[src/rtl/cpu_reset_seq.sv]
// PLL reset sequencer and CPU reset supervisor for the CPU clock domain.
// Handles PLL lock timeout with bounded retry, lock-stability qualification, and a CPU-only soft reset.
module cpu_reset_seq #(
  parameter int PLL_RESET_CYCLES  = 8,
  parameter int LOCK_TIMEOUT      = 4096,
  parameter int STABLE_CYCLES     = 64,
  parameter int MAX_RETRIES       = 3,
  parameter int SOFT_RESET_CYCLES = 16
) (
  input  logic                               sys_clk_i,
  input  logic                               reset_i,
  input  logic                               pll_locked_async_i,
  input  logic                               soft_reset_req_i,
  output logic                               pll_reset_o,
  output logic                               cpu_reset_o,
  output logic                               ready_o,
  output logic                               fault_o,
  output logic [$clog2(MAX_RETRIES+1)-1:0]   retry_count_o
);

  localparam int RC_W    = $clog2(MAX_RETRIES + 1);
  localparam int MAX_AB  = (PLL_RESET_CYCLES > LOCK_TIMEOUT) ? PLL_RESET_CYCLES : LOCK_TIMEOUT;
  localparam int MAX_CD  = (STABLE_CYCLES > SOFT_RESET_CYCLES) ? STABLE_CYCLES : SOFT_RESET_CYCLES;
  localparam int CNT_MAX = (MAX_AB > MAX_CD) ? MAX_AB : MAX_CD;
  localparam int CNT_W   = (CNT_MAX > 1) ? $clog2(CNT_MAX) : 1;

  localparam logic [CNT_W-1:0] PLL_LAST     = CNT_W'(PLL_RESET_CYCLES - 1);
  localparam logic [CNT_W-1:0] TIMEOUT_LAST = CNT_W'(LOCK_TIMEOUT - 1);
  localparam logic [CNT_W-1:0] STABLE_LAST  = CNT_W'(STABLE_CYCLES - 1);
  localparam logic [CNT_W-1:0] SOFT_LAST    = CNT_W'(SOFT_RESET_CYCLES - 1);
  localparam logic [CNT_W-1:0] CNT_SAT      = {CNT_W{1'b1}};
  localparam logic [RC_W-1:0]  RC_MAX       = RC_W'(MAX_RETRIES);

  typedef enum logic [2:0] {
    ST_PLL_RESET = 3'd0,
    ST_WAIT_LOCK = 3'd1,
    ST_STABLE    = 3'd2,
    ST_RUN       = 3'd3,
    ST_CPU_RESET = 3'd4,
    ST_FAULT     = 3'd5
  } state_e;

  logic             sync1_r;
  logic             sync2_r;
  logic             lock_s;
  state_e           state_r;
  state_e           state_nxt_s;
  logic [CNT_W-1:0] cnt_r;
  logic [RC_W-1:0]  retry_r;
  logic [RC_W-1:0]  retry_nxt_s;
  logic             fail_s;
  logic             pll_reset_r;
  logic             cpu_reset_r;
  logic             ready_r;
  logic             fault_r;
  logic [3:0]       outs_nxt_s;

  assign lock_s        = sync2_r;
  assign pll_reset_o   = pll_reset_r;
  assign cpu_reset_o   = cpu_reset_r;
  assign ready_o       = ready_r;
  assign fault_o       = fault_r;
  assign retry_count_o = retry_r;

  // Two-flop synchronizer for the asynchronous PLL lock indication.
  always_ff @(posedge sys_clk_i) begin
    if (reset_i) begin
      sync1_r <= 1'b0;
      sync2_r <= 1'b0;
    end else begin
      sync1_r <= pll_locked_async_i;
      sync2_r <= sync1_r;
    end
  end

  // Next-state, retry bookkeeping and output decode of the next state.
  always_comb begin
    state_nxt_s = state_r;
    retry_nxt_s = retry_r;
    fail_s      = 1'b0;
    outs_nxt_s  = 4'b1100;
    case (state_r)
      ST_PLL_RESET: begin
        if (cnt_r == PLL_LAST) state_nxt_s = ST_WAIT_LOCK;
        else                   state_nxt_s = ST_PLL_RESET;
      end
      ST_WAIT_LOCK: begin
        if (lock_s)                     state_nxt_s = ST_STABLE;
        else if (cnt_r == TIMEOUT_LAST) fail_s = 1'b1;
        else                            state_nxt_s = ST_WAIT_LOCK;
      end
      ST_STABLE: begin
        if (!lock_s) begin
          fail_s = 1'b1;
        end else if (cnt_r == STABLE_LAST) begin
          state_nxt_s = ST_RUN;
          retry_nxt_s = {RC_W{1'b0}};
        end else begin
          state_nxt_s = ST_STABLE;
        end
      end
      // Loss of lock outranks a simultaneous soft reset request.
      ST_RUN: begin
        if (!lock_s)               state_nxt_s = ST_PLL_RESET;
        else if (soft_reset_req_i) state_nxt_s = ST_CPU_RESET;
        else                       state_nxt_s = ST_RUN;
      end
      ST_CPU_RESET: begin
        if (!lock_s)                 state_nxt_s = ST_PLL_RESET;
        else if (cnt_r == SOFT_LAST) state_nxt_s = ST_RUN;
        else                         state_nxt_s = ST_CPU_RESET;
      end
      ST_FAULT: begin
        state_nxt_s = ST_FAULT;
      end
      default: begin
        state_nxt_s = ST_PLL_RESET;
      end
    endcase

    if (fail_s) begin
      if (retry_r >= RC_MAX) begin
        state_nxt_s = ST_FAULT;
      end else begin
        retry_nxt_s = retry_r + RC_W'(1);
        state_nxt_s = ST_PLL_RESET;
      end
    end else begin
      retry_nxt_s = retry_nxt_s;
    end

    // Output order: {pll_reset, cpu_reset, ready, fault}.
    case (state_nxt_s)
      ST_PLL_RESET: outs_nxt_s = 4'b1100;
      ST_WAIT_LOCK: outs_nxt_s = 4'b0100;
      ST_STABLE:    outs_nxt_s = 4'b0100;
      ST_RUN:       outs_nxt_s = 4'b0010;
      ST_CPU_RESET: outs_nxt_s = 4'b0100;
      ST_FAULT:     outs_nxt_s = 4'b1101;
      default:      outs_nxt_s = 4'b1100;
    endcase
  end

  // State, shared counter, retry count and registered outputs.
  always_ff @(posedge sys_clk_i) begin
    if (reset_i) begin
      state_r     <= ST_PLL_RESET;
      cnt_r       <= {CNT_W{1'b0}};
      retry_r     <= {RC_W{1'b0}};
      pll_reset_r <= 1'b1;
      cpu_reset_r <= 1'b1;
      ready_r     <= 1'b0;
      fault_r     <= 1'b0;
    end else begin
      state_r <= state_nxt_s;
      retry_r <= retry_nxt_s;
      // Counter holds at all-ones so it never wraps in RUN or FAULT.
      if (state_nxt_s != state_r) cnt_r <= {CNT_W{1'b0}};
      else if (cnt_r != CNT_SAT)  cnt_r <= cnt_r + CNT_W'(1);
      else                        cnt_r <= cnt_r;
      {pll_reset_r, cpu_reset_r, ready_r, fault_r} <= outs_nxt_s;
    end
  end

endmodule
[config.mk]
export PLATFORM = sky130hd
export DESIGN_NAME = cpu_reset_seq
export DESIGN_NICKNAME = d
export VERILOG_FILES = /design/src/rtl/cpu_reset_seq.sv
export SDC_FILE = /design/constraint.sdc
export NUM_CORES = 1
export LEC_CHECK = 0
export ABC_AREA = 1
export BUFFER_PORTS_ARGS = -buffer_cell sky130_fd_sc_hd__buf_2
export CELL_PAD_IN_SITES_DETAIL_PLACEMENT = 2
export CELL_PAD_IN_SITES_GLOBAL_PLACEMENT = 2
export CORE_MARGIN = 3
export CORE_UTILIZATION = 27
export DETAILED_ROUTE_END_ITERATION = 16
export PLACE_DENSITY_LB_ADDON = 0.3
export SLEW_MARGIN = 0
export SYNTH_ARGS = -nofsm -noshare
export SYNTH_HDL_FRONTEND = slang
export SYNTH_SLANG_ARGS = --single-unit
[constraint.sdc]
create_clock -name sys_clk_i -period 2.1 [get_ports sys_clk_i]
set_input_delay 0.21 -clock sys_clk_i [delete_from_list [all_inputs] [get_ports sys_clk_i]]
set_output_delay 0.21 -clock sys_clk_i [all_outputs]
set_load 0.005 [all_outputs]
==> impl_metrics.tcl, run 1 <==
set metrics [dict create \
    drive_above_1_share_pct 28.6 \
    antenna_cells 0 \
    slowest_delay_ps 560 \
    regMostFlops "cnt_r" \
    cts_tree "done" \
    yosysWarnings 0 \
    tightest_slew_ps 410 \
    synth_cell_types 28 \
    cts_buffer_depth 2 \
    largest_reg_flops 12 \
    path_buf_inv 2 \
    cts_sinks 23 \
    clk_pin_slew_ps 90 \
    ys_seq_area_share_pct 32.9 \
    p_per_area_nw_per_um2 478 \
    setup_viol 0 \
    period_share_pct 90.5 \
    drt-total-wl_mm 3.85 \
    max_cap_violations 0 \
    drc 0 \
    clock_skew_ps 6.16 \
    synth_nets 191 \
    cts_root_buf "clkbuf_8" \
    ant_nets 0 \
    area_delta_synth_final_pct 16.5 \
    start_kind "flop" \
    fin_ws_ps 199 \
    grt_max_degree 15 \
    final_cells 266 \
    ir_drop_mv 0.294 \
    core_area_um2 4880 \
    avgSynthCellArea_um2 7.56 \
    numCtsBuffers 3 \
    start_util_pct 28.7 \
    drt-pass1-iter-count 3 \
    dp_hpwl_mm 3.11 \
    antenna_found_initial 0 \
    syn_inst 185 \
    dp.cells 260 \
    ys_ff_latch 23 \
    wl_per_cell_um 14.5 \
    die_area_um2 6080 \
    syn_area_um2 1400 \
    hold_path_class "in2reg" \
    critPathTopFamily "simple AND/OR/NAND/NOR gates" \
    drv_slew 0 \
    post-route-min-period_ps 1900 \
    critPathKind "reg2reg" \
    cp_max_fo 12 \
    critPathSlowestCell "dfxtp_1" \
    required_ps 2280 \
    rrSetupSlack_ps 200 \
    crit_path_cell_trace "nand3_1 > inv_1 > nand3_1 > nand4_1 > nand2_1 > nand2_1 > nand3_2 > buf_12 > nor3_1" \
    io_buffers 9 \
    htree_levels 1 \
    maxSlewHeadroom_pct 72.6 \
    crit_arrival_ps 2090 \
    viasPerCell 4.77 \
    status "finished, final reports clean" \
    grt_pass1_wl_mm 6.50 \
    finalHoldViolCount 0 \
    clkLatencyLatePin_ps 260 \
    timing.fmax_mhz 526 \
    grt_use_total_pct 13.3 \
    routabilityCongestion 0.848 \
    cp-end-kind "flop" \
    p_leak_uw 0.000662 \
    io_pins 10 \
    num_rows 25 \
    die_x_um 78.0 \
    pre_cts_slack_ps 40.4 \
    die_h_um 78.0 \
    overflow 0 \
    grt_pass1_vias 1364 \
    num_vias 1270 \
    drtIter0Drc 26 \
    final_nets 206 \
]
[power by group]
part           switching, µW  internal, µW  total [µW]  leakage, µW
clock network            144           134         278    0.0000217
logic                   26.8          20.7        47.5     0.000454
registers               9.33           445         454     0.000187
[path summary, 6_finish.rpt]
path,from,endpoint,depth (start not counted)
worst max-delay path,lock_s,cnt_r[1],9
worst min-delay path,pll_locked_async_i,sync1_r,3
worst max register to register,lock_s,cnt_r[1],9
worst min register to register,sync1_r,lock_s,2
[worst register-to-register path: cells and delay by family (launching register included)]
family | cells | cell delay (ps)
and+or+nand+nor | 7 | 940
DFF | 1 | 560
buffers and inverters | 2 | 320
[logic make-up (layout without fill, tap and decap cells)]
kind of cell / after synthesis / count (layout) / share of synthesized area, %
AND/OR/NAND/NOR: 112 / 112 / 46.5
buffers and inverters: 28 / 42 / 8.41
flip-flops: 23 / 23 / 32.9
AO/OA/AOI/OAI: 13 / 13 / 5.99
XOR/XNOR: 7 / 7 / 4.38
adder cells (fa/ha/maj): 2 / 2 / 1.79
[cells in the final DEF (no fill, tap or decap)]
cell / n
nand2_4: 3
buf_12: 2
nor2_1: 25
clkinvlp_4: 1
dfxtp_1: 21
inv_1: 21
nand2_2: 5
a22oi_1: 1
ha_1: 1
nor3_2: 10
nand2_1: 28
inv_2: 4
nand3_4: 3
xnor2_1: 3
nor2_4: 2
o21ai_0: 4
xor2_1: 4
ha_2: 1
nand4_1: 6
buf_4: 2
nand3_2: 5
a21oi_1: 5
nor3_1: 4
a31oi_1: 1
nor3b_1: 2
buf_2: 9
dfxtp_2: 2
nand3_1: 16
a21oi_4: 2
clkbuf_8: 3
nor2_2: 3
[metal layers]
metal,up-vias,GRT usage [%],share of wire [%]
met1,628,14.6,42
met2,11,26.4,55
met5,-,0,0
met4,0,2.62,0.49
met3,2,2.09,2.1
li1,629,-,-
[cells in the mapped netlist, drive strengths merged]
cell / count / area, µm²
ha: 2 / 25.0
nor3: 14 / 120
dfxtp: 23 / 460
xnor2: 3 / 26.3
o21ai: 4 / 20.0
xor2: 4 / 35.0
a31oi: 1 / 6.26
nor3b: 2 / 15.0
nand2: 36 / 170
nor2: 30 / 130
nand3: 24 / 178
inv: 25 / 93.8
a22oi: 1 / 7.51
nand4: 6 / 37.5
a21oi: 7 / 50.1
buf: 3 / 23.8
[cell type report]
type                    instances  area [µm²]
clock inverters                 1        7.51
inverters                      25        93.8
well taps                      67        83.8
flip-flops and latches         23         463
repair buffers                 13         100
multi-input cells             134         841
clock buffers                   3        41.3
fillers                       604        3250
[metrics by stage]
stage	setup TNS, ps	hold slack (ps)	power (µW)	util (%)	cell area (µm²)
final	0	142	780	33.4	1630
after global routing	-9.95	145	825	33.4	1630
after CTS	0	135	797	32.6	1590
after detailed placement	0	408	511	31.6	1540
after global placement	0	395	508	31.6	1540
after floorplan	0	279	493	-	1400
[timing repair]
item | in CTS | in global routing
endpoints found under the setup margin | 0 | 12
buffers inserted | 0 | 2
hold buffers | 0 | 0
gates resized for setup | 0 | 7
No activity file was read; power rests on OpenSTA's default activity.
==> inputs of run 2 (changes only) <==
--- a/config.mk
+++ b/config.mk
@@ -7,10 +7,9 @@
 export LEC_CHECK = 0
 export ABC_AREA = 1
 export BUFFER_PORTS_ARGS = -buffer_cell sky130_fd_sc_hd__buf_2
-export CELL_PAD_IN_SITES_DETAIL_PLACEMENT = 2
-export CELL_PAD_IN_SITES_GLOBAL_PLACEMENT = 2
 export CORE_MARGIN = 3
-export CORE_UTILIZATION = 27
+export CORE_UTILIZATION = 40
+export CTS_BUF_LIST = sky130_fd_sc_hd__clkbuf_8
 export DETAILED_ROUTE_END_ITERATION = 16
 export PLACE_DENSITY_LB_ADDON = 0.3
 export SLEW_MARGIN = 0
==> impl_metrics.tcl, run 2 (synthesis results as in run 1) <==
set metrics [dict create \
    start_util_pct 43.7 \
    io_pins 10 \
    numCtsBuffers 3 \
    cp_max_fo 12 \
    period_share_pct 90.9 \
    p_leak_uw 0.000667 \
    drt-total-wl_mm 2.75 \
    total_power_uw 775 \
    ir_drop_mv 0.395 \
    pre_cts_slack_ps 155 \
    critPathKind "reg2reg" \
    cts_hold_buffers 0 \
    ant_nets 0 \
    cts_buffer_depth 2 \
    grt_pass1_wl_mm 4.77 \
    tightest_slew_ps 321 \
    cp-end-kind "flop" \
    grt_pass1_vias 1136 \
    area_delta_synth_final_pct 12.8 \
    drc 0 \
    core_area_um2 3200 \
    htree_levels 1 \
    final_common_cell "nand2_1" \
    setup_viol 0 \
    finalHoldViolCount 0 \
    status "finished, final reports clean" \
    reg2reg_to "cnt_r[1]" \
    viasPerCell 4.92 \
    dp.cells 240 \
    cts_root_buf "clkbuf_8" \
    clkLatencyLatePin_ps 260 \
    required_ps 2290 \
    layout_common_cells "nand2_1, nor2_1, dfxtp_1" \
    die_h_um 65.1 \
    antenna_found_initial 0 \
    clock_skew_ps 3.59 \
    whs_endpoint "sync1_r" \
    max_cap_violations 0 \
    dp_hpwl_mm 2.17 \
    io_buffers 9 \
    setup_tns_ps 0 \
    post-route-min-period_ps 1910 \
    final_nets 207 \
    drt-pass1-iter-count 4 \
    crit_arrival_ps 2100 \
    cts_tree "done" \
    drtIter0Drc 26 \
    fin_ws_ps 192 \
    final_cells 244 \
    rsz0062_at_grt "false" \
    maxSlewHeadroom_pct 78.6 \
    num_rows 20 \
    regMostFlops "cnt_r" \
    wl_per_cell_um 11.3 \
    clk_pin_slew_ps 80 \
    timing.fmax_mhz 524 \
    drive_above_1_share_pct 27.5 \
    num_vias 1200 \
    routabilityCongestion 0.838 \
    drv_slew 0 \
    largest_reg_flops 12 \
    die_x_um 65.1 \
    overflow 0 \
    grt_max_degree 14 \
    start_kind "flop" \
    antenna_cells 0 \
    die_area_um2 4240 \
    reg2regPathDepth 10 \
    worstHoldPathCells 3 \
    rrSetupSlack_ps 190 \
    reg2reg_from "cnt_r[1]" \
    hold_path_class "in2reg" \
    min-delay-start "pll_locked_async_i" \
    grt_use_total_pct 14.0 \
    cts_sinks 23 \
    p_per_area_nw_per_um2 491 \
]
run 2: cell types whose count changed in the layout (fill, tap and decap cells not counted), sizes merged:
cell,change
clkinv,+1
buf,+1
clkinvlp,-1
run 2: routing by layer:
layer / GRT usage (%) / up-vias / share of wire (%)
li1: - / 630 / -
met1: 18.0 / 545 / 49
met2: 23.4 / 21 / 46
met3: 3.08 / 4 / 3.5
met4: 4.40 / 0 / 1.4
met5: 0 / - / 0
run 2: what timing repair did:
item                       4_1_cts  5_1_grt
setup buffers                    0        0
resized for setup                0        3
setup endpoints to repair        0        1
run 2: how the worst max path moves through the flow:
stage	start	slack, ps	cells past startpoint	endpoint
floorplan	cnt_r[0]	370	11	cnt_r[3]
global placement	cnt_r[0]	210	10	cnt_r[7]
detailed placement	cnt_r[0]	150	10	cnt_r[1]
CTS	cnt_r[0]	140	10	cnt_r[1]
global route	cnt_r[1]	10	10	cnt_r[1]
finish	cnt_r[1]	190	10	cnt_r[1]
run 2: through the flow:
stage          util (%)  area (µm²)  hold slack, ps
3_5_place_dp       47.6        1530             399
4_1_cts            49.1        1570             144
2_1_floorplan         -        1400             279
3_3_place_gp       47.6        1530             390
6_report           49.3        1580             145
5_1_grt            49.3        1580             161
run 2: area by class of cell:
type                    instances  area, µm²
multi-input cells             134        826
flip-flops and latches         23        462
inverters                      25       93.8
fillers                       325       1630
repair buffers                 14       95.1
well taps                      44       55.1
clock inverters                 1       5.00
clock buffers                   3       41.3
run 2: worst max-delay path: stages, from the launching register on:
cell and delay [ps]:
dfxtp_1 370, ha_2 220, nand3_2 140, nor2_2 150, nand2_1 90, a21oi_2 210, nand3_1 110, nand2_2 80
nand3_2 50, buf_4 190, nor3_1 190
run 2: where the power goes:
part           switching [µW]  internal, µW  total, µW
combinational            26.1          21.5       47.5
sequential               7.64           444        452
clock                     143           132        275
total                     177           598        775
==> inputs of run 3 (changes only) <==
--- a/config.mk
+++ b/config.mk
@@ -5,7 +5,6 @@
 export SDC_FILE = /design/constraint.sdc
 export NUM_CORES = 1
 export LEC_CHECK = 0
-export ABC_AREA = 1
 export BUFFER_PORTS_ARGS = -buffer_cell sky130_fd_sc_hd__buf_2
 export CORE_MARGIN = 3
 export CORE_UTILIZATION = 40
==> constraint.sdc (replaced) <==
create_clock -name sys_clk_i -period 2.1 [get_ports sys_clk_i]
set_input_delay 0.42 -clock sys_clk_i [delete_from_list [all_inputs] [get_ports sys_clk_i]]
set_output_delay 0.42 -clock sys_clk_i [all_outputs]
set_load 0.005 [all_outputs]
==> impl_metrics.tcl, run 3 <==
set metrics [dict create \
    viasPerCell 6.24 \
    ys_seq_area_share_pct 37.0 \
    yosysMostFrequentCell "dfxtp_1" \
    synth_top_area_cell "dfxtp_1" \
    final_util_pct 54.2 \
    tightest_slew_ps 566 \
    layout_common_cells "dfxtp_1, a21oi_1, buf_4" \
    total_power_uw 1050 \
    drt-total-wl_mm 3.23 \
    cts_sinks 23 \
    largest_reg_flops 12 \
    required_ps 2300 \
    clk_pin_slew_ps 90 \
    cp-end-kind "flop" \
    synth_edf_count 0 \
    routabilityCongestion 0.901 \
    slowest_delay_ps 530 \
    max_cap_violations 0 \
    num_vias 1247 \
    pre_cts_slack_ps -146 \
    cts_root_buf "clkbuf_8" \
    overflow 0 \
    grt_use_total_pct 18.1 \
    drt-pass1-iter-count 4 \
    period_share_pct 99.5 \
    final_common_cell "dfxtp_1" \
    synth_cell_types 42 \
    met2_usage_pct 27.7 \
    holdWs_ps 371 \
    clock_skew_ps 3.96 \
    fin_ws_ps 10.5 \
    drive_above_1_share_pct 27.2 \
    timing.fmax_mhz 479 \
    p_per_area_nw_per_um2 681 \
    num_rows 19 \
    grt_pass1_vias 1111 \
    gr-usage-met3_pct 2.48 \
    p_leak_uw 0.000594 \
    drtIter0Drc 79 \
    wl_per_cell_um 16.1 \
    synth_area_leaders "dfxtp_1, a21oi_1, nand3_1" \
    avgSynthCellArea_um2 8.46 \
    dp.cells 193 \
    rrSetupSlack_ps 10 \
    finalHoldViolCount 0 \
    final_nets 176 \
    io_buffers 9 \
    hold_path_class "in2reg" \
    core_area_um2 2850 \
    syn_area_um2 1240 \
    ys_ff_latch 23 \
    area.sequential_um2 463 \
    critPathKind "reg2reg" \
    die_area_um2 3810 \
    multi_input_area_um2 825 \
    crit_path_cell_trace "or4b_1 > or4_4 > nand2_2 > and2_4 > o211ai_4 > buf_12 > a22oi_1" \
    grt.busiest_layer "met2" \
    ys_top_cells_by_count "dfxtp_1, a21oi_1, nand2_1" \
    critPathSlowestCell "or4b_1" \
    clkLatencyLatePin_ps 270 \
    maxSlewHeadroom_pct 61.9 \
    syn_inst 147 \
    die_h_um 61.8 \
    start_kind "flop" \
    cp_max_fo 8 \
    area_delta_synth_final_pct 24.3 \
    fill_cells 268 \
    grt_max_degree 15 \
    drc 0 \
    rsz0062_at_grt "true" \
    dp_hpwl_mm 2.14 \
    ir_drop_mv 0.376 \
    synth_top_area_share_pct 37.0 \
    synth_nets 153 \
    die_x_um 61.8 \
    yosysWarnings 0 \
    antenna_found_initial 0 \
    grt_pass1_wl_mm 5.06 \
    use_met1_pct 24.5 \
    io_pins 10 \
    ant_nets 0 \
    synthArstFlopShare_pct 0 \
    setup_viol 0 \
    cts_buffer_depth 2 \
    numCtsBuffers 3 \
    post-route-min-period_ps 2090 \
    regMostFlops "cnt_r" \
    status "finished, final reports clean" \
    htree_levels 1 \
    start_util_pct 43.6 \
    crit_arrival_ps 2290 \
    cts_tree "done" \
    final_cells 200 \
    antenna_cells 0 \
    drv_slew 0 \
    ys.flop_type "dfxtp_1" \
]
run 3: path summary, 6_finish.rpt:
kind	to	depth (start not counted)	startpoint
max	cnt_r[7]	7	state_r[2]
min	sync1_r	2	pll_locked_async_i
max reg2reg	cnt_r[7]	7	state_r[2]
min reg2reg	lock_s	1	sync1_r
run 3: report_power, final:
group	internal, µW	leakage (µW)	switching (µW)	total (µW)
combinational	120	0.000382	131	252
clock	133	0.0000255	152	285
sequential	482	0.000187	34.2	516
total	735	0.000594	318	1050
run 3: repair_timing:
action,4_1_cts,5_1_grt
hold buffers,0,0
resized for setup,2,15
pin swaps,1,1
buffers inserted,2,0
cloned,0,1
endpoints found under the setup margin,12,14
run 3: critical path, delay by kind of cell (launching register included):
kind / cells / cell delay (ps)
AO/OA/AOI/OAI: 2 / 240
buffers and inverters: 1 / 170
flip-flops: 1 / 320
AND/OR/NAND/NOR: 4 / 1280
run 3: cell families after synthesis:
logic type,synth area share [%]
xor+xnor,4.23
buf+inv,3.62
fa+ha+maj,2.01
compound gates,19.3
mux,2.52
flops,37.0
simple gates,31.3
run 3: layer usage:
layer | wire length [µm] | vias up | share of wire (%)
met3 | 179 | 14 | 5.5
li1 | - | 590 | -
met1 | 1380 | 593 | 43
met4 | 110 | 0 | 3.4
met2 | 1560 | 50 | 48
met5 | 0 | - | 0
run 3: cell type report:
cell class	count	area share (%)
clock inverter	1	0.324
clock buffer	3	2.67
sequential	23	29.9
timing repair buffer	23	10.8
tap	31	2.51
multi-input combinational	117	53.3
inverter	2	0.485
run 3: through the flow:
| step | area, µm² | setup TNS, ps |
|---|---|---|
| floorplan | 1240 | 0 |
| global placement | 1380 | -905 |
| detailed placement | 1380 | -1430 |
| CTS | 1470 | 0 |
| global route | 1550 | -126 |
| finish | 1550 | 0 |
